===== config.mk =====
export PLATFORM = sky130hd
export DESIGN_NAME = reu_ram_arbiter
export DESIGN_NICKNAME = d
export VERILOG_FILES = /design/src/rtl/reu_ram_arbiter.sv
export SDC_FILE = /design/constraint.sdc
export NUM_CORES = 1
export LEC_CHECK = 0
export BUFFER_PORTS_ARGS = -buffer_cell sky130_fd_sc_hd__buf_2
export CELL_PAD_IN_SITES_DETAIL_PLACEMENT = 2
export CELL_PAD_IN_SITES_GLOBAL_PLACEMENT = 2
export CORE_MARGIN = 2
export CORE_UTILIZATION = 26
export DETAILED_ROUTE_END_ITERATION = 6
export PLACE_DENSITY_LB_ADDON = 0.15
export SLEW_MARGIN = 20
export SYNTH_ARGS = -nofsm -noshare
export SYNTH_HDL_FRONTEND = slang
export SYNTH_SLANG_ARGS = --single-unit

===== constraint.sdc =====
create_clock -name clk -period 2.05 [get_ports clk]
set_input_delay 0 -clock clk [delete_from_list [all_inputs] [get_ports clk]]
set_output_delay 0 -clock clk [all_outputs]
set_load 0.005 [all_outputs]

===== src/rtl/reu_ram_arbiter.sv =====
// reu_ram_arbiter
// Arbitrates three byte-wide requesters (0 = REU, 1 = GeoRAM/cartridge RAM,
// 2 = host loader) onto the single external expansion-RAM controller port.
// One pending request is picked, issued to memory, and after the memory
// acknowledge the winner gets a fixed WIN_LEN-clock `cycle` window with the
// read data held stable. One idle RECOVER clock follows every window.
//
// Configuration macro:
//   RAM_ARB_RR_EN  defined   -> round-robin arbitration, search starts at
//                               (last winner + 1) mod 3
//                  undefined -> fixed priority, port 0 > port 1 > port 2
//
// Handshake: `req` is a level; a requester holds req/addr/we/wdata stable
// until the first clock its `cycle` bit is high. Inputs are sampled only in
// IDLE. On the memory side `mem_req` is a one-clock launch strobe and
// `mem_ack` is a one-clock completion strobe with `mem_rdata` valid in that
// same clock; an ack arriving outside WAIT is ignored.
//
// Ports:
//   clk, reset_n                 clock, asynchronous active-low reset
//   req[2:0], we[2:0]            per-port request level / write enable
//   addr0..addr2 [24:0]          per-port byte address
//   wdata0..wdata2 [7:0]         per-port write data
//   cycle[2:0]                   per-port grant window (one-hot or zero)
//   rdata[7:0]                   shared read data, valid while cycle != 0
//   mem_req/addr/we/wdata        latched access towards the memory controller
//   mem_ack, mem_rdata[7:0]      completion strobe and read data from memory
//   busy                         high whenever the FSM is not in IDLE
//   gnt_idx[1:0]                 current or last winner
module reu_ram_arbiter #(
    parameter int WIN_LEN = 4
) (
    input  logic        clk,
    input  logic        reset_n,
    input  logic [2:0]  req,
    input  logic [24:0] addr0,
    input  logic [24:0] addr1,
    input  logic [24:0] addr2,
    input  logic [2:0]  we,
    input  logic [7:0]  wdata0,
    input  logic [7:0]  wdata1,
    input  logic [7:0]  wdata2,
    output logic [2:0]  cycle,
    output logic [7:0]  rdata,
    output logic        mem_req,
    output logic [24:0] mem_addr,
    output logic        mem_we,
    output logic [7:0]  mem_wdata,
    input  logic        mem_ack,
    input  logic [7:0]  mem_rdata,
    output logic        busy,
    output logic [1:0]  gnt_idx
);

    typedef enum logic [2:0] {
        ST_IDLE    = 3'd0,
        ST_ISSUE   = 3'd1,
        ST_WAIT    = 3'd2,
        ST_WINDOW  = 3'd3,
        ST_RECOVER = 3'd4
    } state_t;

    localparam logic [2:0] WIN_LAST = 3'(WIN_LEN - 1);

    state_t      state, state_nxt;
    logic [2:0]  win_cnt;
    logic [1:0]  win_idx;

    // ---------------- winner selection ----------------
`ifdef RAM_ARB_RR_EN
    logic [1:0] rr_ptr;
    logic [1:0] cand0, cand1, cand2;

    // Candidate order rr_ptr, rr_ptr+1, rr_ptr+2, all modulo 3.
    always_comb begin
        cand0 = rr_ptr;
        cand1 = (cand0 == 2'd2) ? 2'd0 : cand0 + 2'd1;
        cand2 = (cand1 == 2'd2) ? 2'd0 : cand1 + 2'd1;
        if (req[cand0])      win_idx = cand0;
        else if (req[cand1]) win_idx = cand1;
        else                 win_idx = cand2;
    end

    // Pointer moves only when a grant is actually made.
    always_ff @(posedge clk or negedge reset_n) begin
        if (!reset_n) begin
            rr_ptr <= 2'd0;
        end else if (state == ST_IDLE && req != 3'b000) begin
            rr_ptr <= (win_idx == 2'd2) ? 2'd0 : win_idx + 2'd1;
        end
    end
`else
    always_comb begin
        if (req[0])      win_idx = 2'd0;
        else if (req[1]) win_idx = 2'd1;
        else             win_idx = 2'd2;
    end
`endif

    // ---------------- FSM: state register ----------------
    always_ff @(posedge clk or negedge reset_n) begin
        if (!reset_n) state <= ST_IDLE;
        else          state <= state_nxt;
    end

    // ---------------- FSM: next state ----------------
    always_comb begin
        state_nxt = state;
        case (state)
            ST_IDLE:    if (req != 3'b000)        state_nxt = ST_ISSUE;
            ST_ISSUE:                             state_nxt = ST_WAIT;
            ST_WAIT:    if (mem_ack)              state_nxt = ST_WINDOW;
            ST_WINDOW:  if (win_cnt == WIN_LAST)  state_nxt = ST_RECOVER;
            ST_RECOVER:                           state_nxt = ST_IDLE;
            default:                              state_nxt = ST_IDLE;
        endcase
    end

    // ---------------- FSM: outputs ----------------
    always_comb begin
        cycle   = 3'b000;
        mem_req = 1'b0;
        busy    = (state != ST_IDLE);
        if (state == ST_WINDOW) begin
            case (gnt_idx)
                2'd0:    cycle = 3'b001;
                2'd1:    cycle = 3'b010;
                default: cycle = 3'b100;
            endcase
        end
        if (state == ST_ISSUE) mem_req = 1'b1;
    end

    // ---------------- datapath ----------------
    always_ff @(posedge clk or negedge reset_n) begin
        if (!reset_n) begin
            mem_addr  <= 25'd0;
            mem_we    <= 1'b0;
            mem_wdata <= 8'd0;
            gnt_idx   <= 2'd0;
            rdata     <= 8'hFF;
            win_cnt   <= 3'd0;
        end else begin
            case (state)
                ST_IDLE: begin
                    if (req != 3'b000) begin
                        gnt_idx <= win_idx;
                        mem_we  <= we[win_idx];
                        case (win_idx)
                            2'd0: begin
                                mem_addr  <= addr0;
                                mem_wdata <= wdata0;
                            end
                            2'd1: begin
                                mem_addr  <= addr1;
                                mem_wdata <= wdata1;
                            end
                            default: begin
                                mem_addr  <= addr2;
                                mem_wdata <= wdata2;
                            end
                        endcase
                    end
                end
                ST_WAIT: begin
                    if (mem_ack) begin
                        win_cnt <= 3'd0;
                        // Writes leave the previous read data visible.
                        if (!mem_we) rdata <= mem_rdata;
                    end
                end
                ST_WINDOW: win_cnt <= win_cnt + 3'd1;
                default: ;
            endcase
        end
    end

    // ---------------- invariants ----------------
    a_cycle_onehot0: assert property (@(posedge clk) disable iff (!reset_n)
        $onehot0(cycle));
    a_mem_req_issue: assert property (@(posedge clk) disable iff (!reset_n)
        mem_req |-> (state == ST_ISSUE));

endmodule

==> results of run 1 <==
## worst paths after layout
path	to	slack, ns	cells past startpoint
min reg2reg	win_cnt[2]	0.50	1
max	rdata[0]	0.38	3
max reg2reg	rdata[0]	0.38	3
min	mem_addr[10]	0.04	4
max in group asynchronous	mem_addr[16]	1.06	3
min in group asynchronous	gnt_idx[0]	0.32	2
## metrics by stage
step | std cells | util [%] | worst slack [ns] | hold slack (ns)
2_1_floorplan | 247 | - | 0.632 | -0.296
3_3_place_gp | 540 | 35.0 | 0.442 | 0.144
3_5_place_dp | 540 | 35.0 | 0.387 | 0.159
4_1_cts | 557 | 36.6 | 0.382 | 0.0293
5_1_grt | 557 | 36.6 | 0.297 | 0.0371
6_report | 557 | 36.6 | 0.382 | 0.0378
## repair_timing
item                      CTS  global route
resized for setup           0             0
hold buffers                9             0
hold endpoints to repair   34             0
## logic make-up after synthesis
group,count (synthesis)
multiplexers,77
AND/OR/NAND/NOR,54
buffers and inverters,20
adder cells (fa/ha/maj),2
flip-flops,50
AO/OA/AOI/OAI,44
## worst max-delay path, stage by stage, from the launching register on
cell and delay (ns):
dfrtp_1 0.44, and2b_4 0.30, and3b_1 0.51, mux2_4 0.35
## cell type report
class	count	area [sq um]
Fill cell	1235	6900
Multi-Input combinational cell	177	1490
Sequential cell	50	1260
Timing Repair Buffer	180	963
Tap cell	140	175
Clock buffer	7	86.3
Inverter	2	7.51
Clock inverter	1	5.00
## metal layers
| metal | track usage, % | vias to the layer above | share of wire, % | wire length, um |
|---|---|---|---|---|
| met2 | 27.1 | 94 | 51 | 4670 |
| met3 | 3.68 | 10 | 7.1 | 652 |
| met1 | 18.0 | 1194 | 40 | 3690 |
| met5 | 0 | - | 0 | 0 |
| met4 | 3.98 | 0 | 1.4 | 131 |
| li1 | - | 1199 | - | - |
## placed cells by master, fill, tap and decap left out, types with 2 or more instances in the layout
| cell type | synthesis | final |
|---|---|---|
| buf_2 | 1 | 164 |
| dfrtp_1 | 42 | 42 |
| mux2_4 | 38 | 38 |
| o21ai_0 | 37 | 37 |
| nand2_1 | 36 | 36 |
| mux2i_1 | 34 | 34 |
| dlygate4sd3_1 | 0 | 9 |
| dfstp_2 | 8 | 8 |
| buf_4 | 4 | 7 |
| clkbuf_8 | 0 | 6 |
| mux2_2 | 5 | 5 |
| nor2b_1 | 3 | 3 |
| a21oi_1 | 3 | 3 |
| nor2_1 | 3 | 3 |
| nor3b_1 | 2 | 2 |
| inv_1 | 2 | 2 |
| and3_1 | 2 | 2 |
| ha_1 | 2 | 2 |
## flip-flops by register name (all words and copies together), names as in the netlist
| signal | flops |
|---|---|
| mem_addr | 25 |
| mem_wdata | 8 |
| rdata | 8 |
| state | 3 |
| win_cnt | 3 |
| gnt_idx | 2 |
| mem_we | 1 |
## power breakdown
part           switching, mW  total (mW)  internal [mW]
clock network          0.333       0.607          0.273
logic                  0.826        2.12           1.30
registers              0.329        1.85           1.53
total                   1.49        4.58           3.09
==> results.py, run 1 <==
metrics = {
    "run_status": {
        "run_status": "complete, no violations",
    },
    "route": {
        "drcViolationCount": 0,
        "drt.antenna.violating_nets": 0,
        "viasPerCell": 4.48,
        "routed_wl_um": 9140,
        "drt_first_pass_iters": 4,
        "wl_per_cell_um": 16.4,
        "vias": 2497,
        "drtIter0Drc": 41,
    },
    "synth": {
        "synthFlopType": "dfrtp_1",
        "yosys-top-cells-area": "dfrtp_1, mux2_4, mux2i_1",
        "synth_seq_cells": 50,
        "synth_top_area_cell": "dfrtp_1",
        "ys_top_cells_by_count": "dfrtp_1, mux2_4, o21ai_0, nand2_1, mux2i_1",
        "muxShareOfSynthArea_pct": 33.3,
        "syn_nets": 365,
        "yosysSeqAreaShare_pct": 43.4,
        "synth_edf_count": 0,
        "synth_warnings": 0,
        "synth_top_family_by_area": "multiplexers",
        "yosysMostFrequentCell": "dfrtp_1",
        "yosys.area.top_type_share_pct": 36.2,
        "synth_area_sq_um": 2900,
        "synth_cells": 247,
        "async_flop_share_pct": 100,
        "synth_compound_area_share_pct": 7.97,
        "yosys.area_share.simple_pct": 9.05,
        "synthAdderAreaFrac_pct": 0.862,
        "synth_xor_area_share_pct": 0,
        "syn-mean-instance-area_sq_um": 11.8,
        "yosysUniqueCellTypes": 31,
    },
    "sta": {
        "tightestPinTransition_ns": 0.839,
        "fin_setup_tns_ns": 0,
        "slew_headroom_pct": 44.1,
        "skew_ns": 0.00558,
        "final_max_slew_viol_count": 0,
        "max_freq_mhz": 599,
        "rsz0062_at_grt": "no",
        "setup-violations-final": 0,
        "fin_crit_ns": 1.67,
        "hold_viol": 0,
        "post-route-period-util_pct": 81.4,
    },
    "floorplan": {
        "core_sq_um": 10900,
        "num_rows": 38,
        "initial_core_util_pct": 26.7,
        "io_pins": 165,
        "die_w_um": 110,
        "die_h_um": 110,
        "fp.dieArea_sq_um": 12000,
    },
    "setup_path": {
        "end_kind": "register",
        "critPathLaunch": "state[2]",
        "setup.worst_path.class": "reg -> reg",
        "worstPathArrival_ns": 1.90,
        "start_kind": "register",
        "cp.required_ns": 2.29,
        "r2r-start": "state[2]",
        "path_max_fanout": 8,
    },
    "flow_run": {
        "max-cap-violations": 0,
    },
    "global_route": {
        "grt_pass1_vias": 2680,
        "grt_max_degree": 71,
        "antenna_found_initial": 0,
        "grt_usage_pct": 15.1,
        "grt_pass1_wl_um": 13900,
        "grt_remaining_overflow": 0,
    },
    "power": {
        "cellPowerDensity_nw_per_um2": 1150,
        "p_total_mw": 4.58,
        "peakVddDrop_v": 0.000326,
        "p_leak_nw": 2.16,
    },
    "min_path": {
        "hp-class": "in -> reg",
        "min_from": "addr0[10]",
    },
    "place": {
        "hpwl_um": 7000,
        "io_buffers": 164,
        "postPlaceCellArea_sq_um": 3810,
        "globalplace.congestion": 0.656,
    },
    "clocking": {
        "root_buffer": "clkbuf_8",
        "clkTransAtPathRegs_ns": 0.09,
        "cts_buffers": 5,
        "clock_path_buffers": 2,
        "cts_tree": "yes",
        "htreeDepth": 2,
        "clk_latency_ns": 0.30,
        "clkSinkCount": 50,
        "cts_setup_buffers": 0,
    },
    "cells_and_area": {
        "layout-drive-gt1-share_pct": 56.1,
        "diodes": 0,
        "area.growth.synth_to_final_pct": 37.4,
        "layout.nets": 534,
        "final_area_sq_um": 3990,
    },
}
No activity file was read; power rests on OpenSTA's default activity.
==> inputs of run 2 (changes only) <==
Settings changed: ABC_AREA set to 1, CORE_UTILIZATION 26 to 19.
Clock period 2.05 ns to 1.4 ns, I/O delays scaled along.
==> results.py, run 2 <==
metrics = {
    "run_status": {
        "run_status": "complete, no violations",
    },
    "route": {
        "wl_per_cell_um": 14.1,
        "drt.antenna.violating_nets": 0,
        "drcViolationCount": 0,
        "viasPerCell": 4.18,
        "routed_wl_um": 10400,
        "vias": 3087,
        "drtIter0Drc": 75,
        "drt_first_pass_iters": 4,
    },
    "synth": {
        "synthFlopType": "dfrtp_1",
        "syn-mean-instance-area_sq_um": 6.96,
        "yosysMostFrequentCell": "nand2_1",
        "yosys.area.top_type_share_pct": 39.5,
        "syn_nets": 501,
        "synth_area_sq_um": 2660,
        "synth_edf_count": 0,
        "synth_cells": 383,
        "yosysUniqueCellTypes": 20,
        "async_flop_share_pct": 100,
        "yosys-top-cells-area": "dfrtp_1, nand2_1, dfstp_2",
        "synth_seq_cells": 50,
        "ys_top_cells_by_count": "nand2_1, dfrtp_1, nand3_1, inv_1, o21ai_0",
        "yosysSeqAreaShare_pct": 47.3,
        "synth_top_area_cell": "dfrtp_1",
        "synth_warnings": 0,
    },
    "sta": {
        "setup-violations-final": 0,
        "hold_viol": 0,
        "fin_crit_ns": 1.32,
        "post-route-period-util_pct": 93.9,
        "final_max_slew_viol_count": 0,
        "tightestPinTransition_ns": 0.487,
        "rsz0062_at_grt": "yes",
        "max_freq_mhz": 760,
        "slew_headroom_pct": 67.6,
        "skew_ns": 0.00715,
    },
    "setup_path": {
        "setup.worst_path.class": "reg -> out",
        "max_stage_delay_ns": 0.42,
        "end_kind": "output pin",
        "cp.required_ns": 1.40,
        "worstPathArrival_ns": 1.32,
        "slowest_stage": "dfrtp_1",
        "path_max_fanout": 6,
        "cp_cell_sequence": "nand2_1 -> nor2_2 -> inv_2 -> nor3_1 -> buf_2",
        "start_kind": "register",
    },
    "place": {
        "postPlaceCellArea_sq_um": 3760,
        "hpwl_um": 8070,
        "globalplace.congestion": 0.693,
        "placed_cells": 722,
        "io_buffers": 164,
    },
    "floorplan": {
        "initial_core_util_pct": 19.3,
        "num_rows": 43,
        "die_w_um": 122,
        "core_sq_um": 13800,
        "io_pins": 165,
        "die_h_um": 122,
        "fp.dieArea_sq_um": 15000,
    },
    "cells_and_area": {
        "multi_input_area_sq_um": 1230,
        "layout_common_cells": "nand2_1, buf_2, dfrtp_1, nand3_1, inv_1",
        "utilization_pct": 29.5,
        "register_area_sq_um": 1260,
        "top_regs": "mem_addr: 25 flops, mem_wdata: 8 flops, rdata: 8 flops",
        "diodes": 0,
        "regMostFlops": "mem_addr",
        "layout.nets": 676,
        "finalNonFillerCells": 739,
        "final_common_cell": "nand2_1",
        "area.growth.synth_to_final_pct": 52.7,
        "fill_cells": 1732,
        "largest_reg_flops": 25,
        "final_area_sq_um": 4070,
        "layout-drive-gt1-share_pct": 36.1,
    },
    "global_route": {
        "grt_pass1_vias": 3541,
        "antenna_found_initial": 0,
        "grt_remaining_overflow": 0,
        "grt_max_degree": 37,
        "grt_pass1_wl_um": 17300,
        "grt_usage_pct": 14.7,
    },
    "clocking": {
        "cts_setup_buffers": 0,
        "clk_latency_ns": 0.29,
        "clkTransAtPathRegs_ns": 0.07,
        "htreeDepth": 2,
        "cts_tree": "yes",
        "cts_buffers": 5,
        "clkSinkCount": 50,
        "clock_path_buffers": 2,
        "root_buffer": "clkbuf_16",
    },
    "flow_run": {
        "max-cap-violations": 0,
    },
    "min_path": {
        "hp-class": "in -> reg",
    },
    "power": {
        "peakVddDrop_v": 0.000674,
        "cellPowerDensity_nw_per_um2": 1770,
        "p_leak_nw": 2.30,
    },
}
[run 2: area by class of cell]
| class | instances | share of cell area (%) |
|---|---|---|
| clock buffer | 6 | 3.41 |
| clock inverter | 2 | 1.48 |
| inverter | 23 | 2.18 |
| multi-input combinational | 292 | 30.3 |
| sequential | 50 | 31.0 |
| tap | 180 | 5.54 |
| timing repair buffer | 186 | 26.1 |
[run 2: critical path: cells and delay by family, from the launching register on]
| kind | cells | cell delay [ns] |
|---|---|---|
| buffers and inverters | 2 | 0.24 |
| AND/OR/NAND/NOR | 3 | 0.37 |
| flip-flops | 1 | 0.42 |
[run 2: power breakdown]
part | switching (mW) | internal (mW) | leakage [nW]
Clock | 0.528 | 1.07 | 0.0971
Combinational | 1.75 | 1.25 | 1.60
Sequential | 0.392 | 2.20 | 0.610
[run 2: metrics by stage]
step / setup slack (ns) / total power, mW / setup TNS (ns) / hold WS, ns
finish: 0.0849 / 7.19 / 0 / 0.0179
CTS: 0.00697 / 7.39 / 0 / 0.0222
global placement: 0.0642 / 5.57 / 0 / 0.00343
global route: -0.0240 / 7.98 / -0.0463 / 0.0544
detailed placement: 0.0112 / 5.72 / 0 / -0.00650
floorplan: 0.168 / 4.19 / 0 / -0.296
[run 2: path summary, 6_finish.rpt]
| check | cells after the start | slack [ns] | endpoint | start |
|---|---|---|---|---|
| max | 5 | 0.08 | cycle[0] | state[0] |
| min | 5 | 0.02 | mem_wdata[3] | wdata1[3] |
| max reg2reg | 6 | 0.14 | mem_wdata[5] | state[2] |
| min reg2reg | 2 | 0.47 | mem_addr[7] | mem_addr[7] |
| max in group asynchronous | 3 | 0.57 | mem_addr[12] | reset_n |
| min in group asynchronous | 2 | 0.20 | win_cnt[1] | reset_n |
[run 2: per-layer routing]
metal	vias up	GRT usage, %	wire (um)
met1	1468	17.1	4300
li1	1523	-	-
met5	-	0	0
met2	89	26.9	5300
met3	7	3.58	706
met4	0	3.30	87
[run 2: kinds of logic (layout without fill, tap and decap cells)]
| logic type | Yosys count | count (layout) | share of synthesized area [%] |
|---|---|---|---|
| compound gates | 15 | 15 | 2.91 |
| fa+ha+maj | 2 | 2 | 0.939 |
| buf+inv | 41 | 217 | 7.28 |
| flops | 50 | 50 | 47.3 |
| simple gates | 275 | 275 | 41.5 |
[run 2: timing repair]
item | CTS | global route
endpoints found under the setup margin | 20 | 25
resized for setup | 3 | 3
hold buffers | 9 | 0
hold endpoints to repair | 19 | 0
==> inputs of run 3 (changes only) <==
Clock period 1.4 ns to 1.1 ns, I/O delays scaled along.
==> results.py, run 3 (synthesis results as in run 2) <==
metrics = {
    "run_status": {
        "run_status": "complete, but fails checks",
        "violations": "setup timing",
    },
    "cells_and_area": {
        "regMostFlops": "mem_addr",
        "layout_common_cells": "nand2_1, buf_2, dfrtp_1, nand3_1, inv_1",
        "top_regs": "mem_addr: 25 flops, mem_wdata: 8 flops, rdata: 8 flops",
        "finalNonFillerCells": 763,
        "area.growth.synth_to_final_pct": 66.5,
        "fill_cells": 1683,
        "layout.nets": 700,
        "diodes": 0,
        "multi_input_area_sq_um": 1370,
        "layout-drive-gt1-share_pct": 44.4,
        "final_common_cell": "nand2_1",
        "register_area_sq_um": 1260,
        "largest_reg_flops": 25,
    },
    "global_route": {
        "grt_usage_pct": 14.8,
        "antenna_found_initial": 0,
        "grt_pass1_wl_um": 17500,
        "grt_remaining_overflow": 0,
        "grt_max_degree": 51,
        "grt_pass1_vias": 3529,
    },
    "setup_path": {
        "end_kind": "register",
        "worstPathArrival_ns": 1.54,
        "r2r-start": "state[0]",
        "max_stage_delay_ns": 0.39,
        "path_max_fanout": 18,
        "slowest_stage": "dfrtp_1",
        "critPathLaunch": "state[0]",
        "cp.required_ns": 1.28,
        "setup.worst_path.class": "reg -> reg",
        "cp_cell_sequence": "buf_6 -> nor2_4 -> nand2_4 -> nor2_4 -> inv_4 -> buf_12 -> nand2_1 -> nand2_1",
        "start_kind": "register",
        "r2r_cells": 8,
    },
    "sta": {
        "post-route-period-util_pct": 123,
        "hold_viol": 0,
        "setup-violations-final": 55,
        "fin_crit_ns": 1.36,
        "rsz0062_at_grt": "yes",
        "max_freq_mhz": 737,
        "tightestPinTransition_ns": 0.365,
        "skew_ns": 0.00620,
        "worst_slack_ns": -0.258,
        "slew_headroom_pct": 75.6,
        "final_max_slew_viol_count": 0,
    },
    "power": {
        "peakVddDrop_v": 0.000661,
        "cellPowerDensity_nw_per_um2": 2330,
        "p_leak_nw": 2.47,
    },
    "min_path": {
        "hp-class": "in -> reg",
        "min_from": "addr1[17]",
        "hold_depth": 5,
    },
    "place": {
        "globalplace.congestion": 0.728,
        "placed_cells": 737,
        "dpl_worst_slack_ns": -0.183,
        "io_buffers": 164,
        "hpwl_um": 8290,
    },
    "clocking": {
        "clock_path_buffers": 2,
        "root_buffer": "clkbuf_16",
        "cts_tree": "yes",
        "clkSinkCount": 50,
        "htreeDepth": 2,
        "cts_buffers": 5,
        "clkTransAtPathRegs_ns": 0.07,
        "clk_latency_ns": 0.29,
    },
    "floorplan": {
        "die_w_um": 122,
        "num_rows": 43,
        "io_pins": 165,
        "core_sq_um": 13800,
        "fp.dieArea_sq_um": 15000,
        "die_h_um": 122,
        "initial_core_util_pct": 19.3,
    },
    "route": {
        "drtIter0Drc": 86,
        "routed_wl_um": 10900,
        "drcViolationCount": 0,
        "vias": 3223,
        "drt_first_pass_iters": 2,
        "viasPerCell": 4.22,
        "wl_per_cell_um": 14.3,
        "drt.antenna.violating_nets": 0,
    },
    "flow_run": {
        "max-cap-violations": 0,
    },
}
## run 3: layout make-up
cell class                 count  area share, %
clock buffer                   8           3.07
inverter                      23           2.06
multi-input combinational    292           30.9
sequential                    50           28.5
tap                          180           5.08
timing repair buffer         210           30.4
## run 3: timing repair
item / 4_1_cts / 5_1_grt
endpoints found under the setup margin: 55 / 55
gates resized for setup: 48 / 17
hold buffers: 9 / 0
hold endpoints to repair: 58 / 0
gates cloned: 1 / 0
pin swaps: 9 / 9
buffers inserted: 8 / 4
## run 3: worst max-delay path: cells and delay by family, from the launching register on
family | cells | cell delay (ns)
flip-flops | 1 | 0.39
buffers and inverters | 3 | 0.38
AND/OR/NAND/NOR | 5 | 0.47
## run 3: per-layer routing
metal / routed length [um] / up-vias / global-route usage, % / part of all wire, %
met4: 85 / 0 / 2.80 / 0.78
met2: 5720 / 89 / 27.0 / 52
met1: 4430 / 1553 / 17.6 / 41
met3: 672 / 5 / 3.58 / 6.2
met5: 0 / - / 0 / 0
li1: - / 1576 / - / -
## run 3: final timing paths
check | end | slack [ns]
max in group asynchronous | rdata[6] | 0.55
worst max register to register | mem_addr[20] | -0.26
worst min-delay path | mem_addr[17] | 0.02
worst min register to register | mem_wdata[1] | 0.47
worst max-delay path | mem_addr[20] | -0.26
min in group asynchronous | win_cnt[2] | 0.27
## run 3: stage by stage
step / utilization (%) / area [sq um] / power (mW) / setup TNS (ns) / hold slack (ns)
floorplan: - / 2700 / 5.48 / -2.40 / -0.296
global placement: 28.5 / 3920 / 7.55 / -4.68 / 0.0207
detailed placement: 28.5 / 3920 / 7.75 / -7.32 / 0.0252
CTS: 31.6 / 4350 / 10.2 / -11.89 / 0.0188
global route: 32.2 / 4440 / 11.3 / -17.36 / 0.0452
finish: 32.2 / 4440 / 10.3 / -12.69 / 0.0215
## run 3: where the power goes
group | total (mW) | internal (mW) | switching (mW)
logic | 5.47 | 2.66 | 2.81
clock network | 1.51 | 0.848 | 0.665
registers | 3.36 | 2.80 | 0.555
total | 10.3 | 6.31 | 4.03
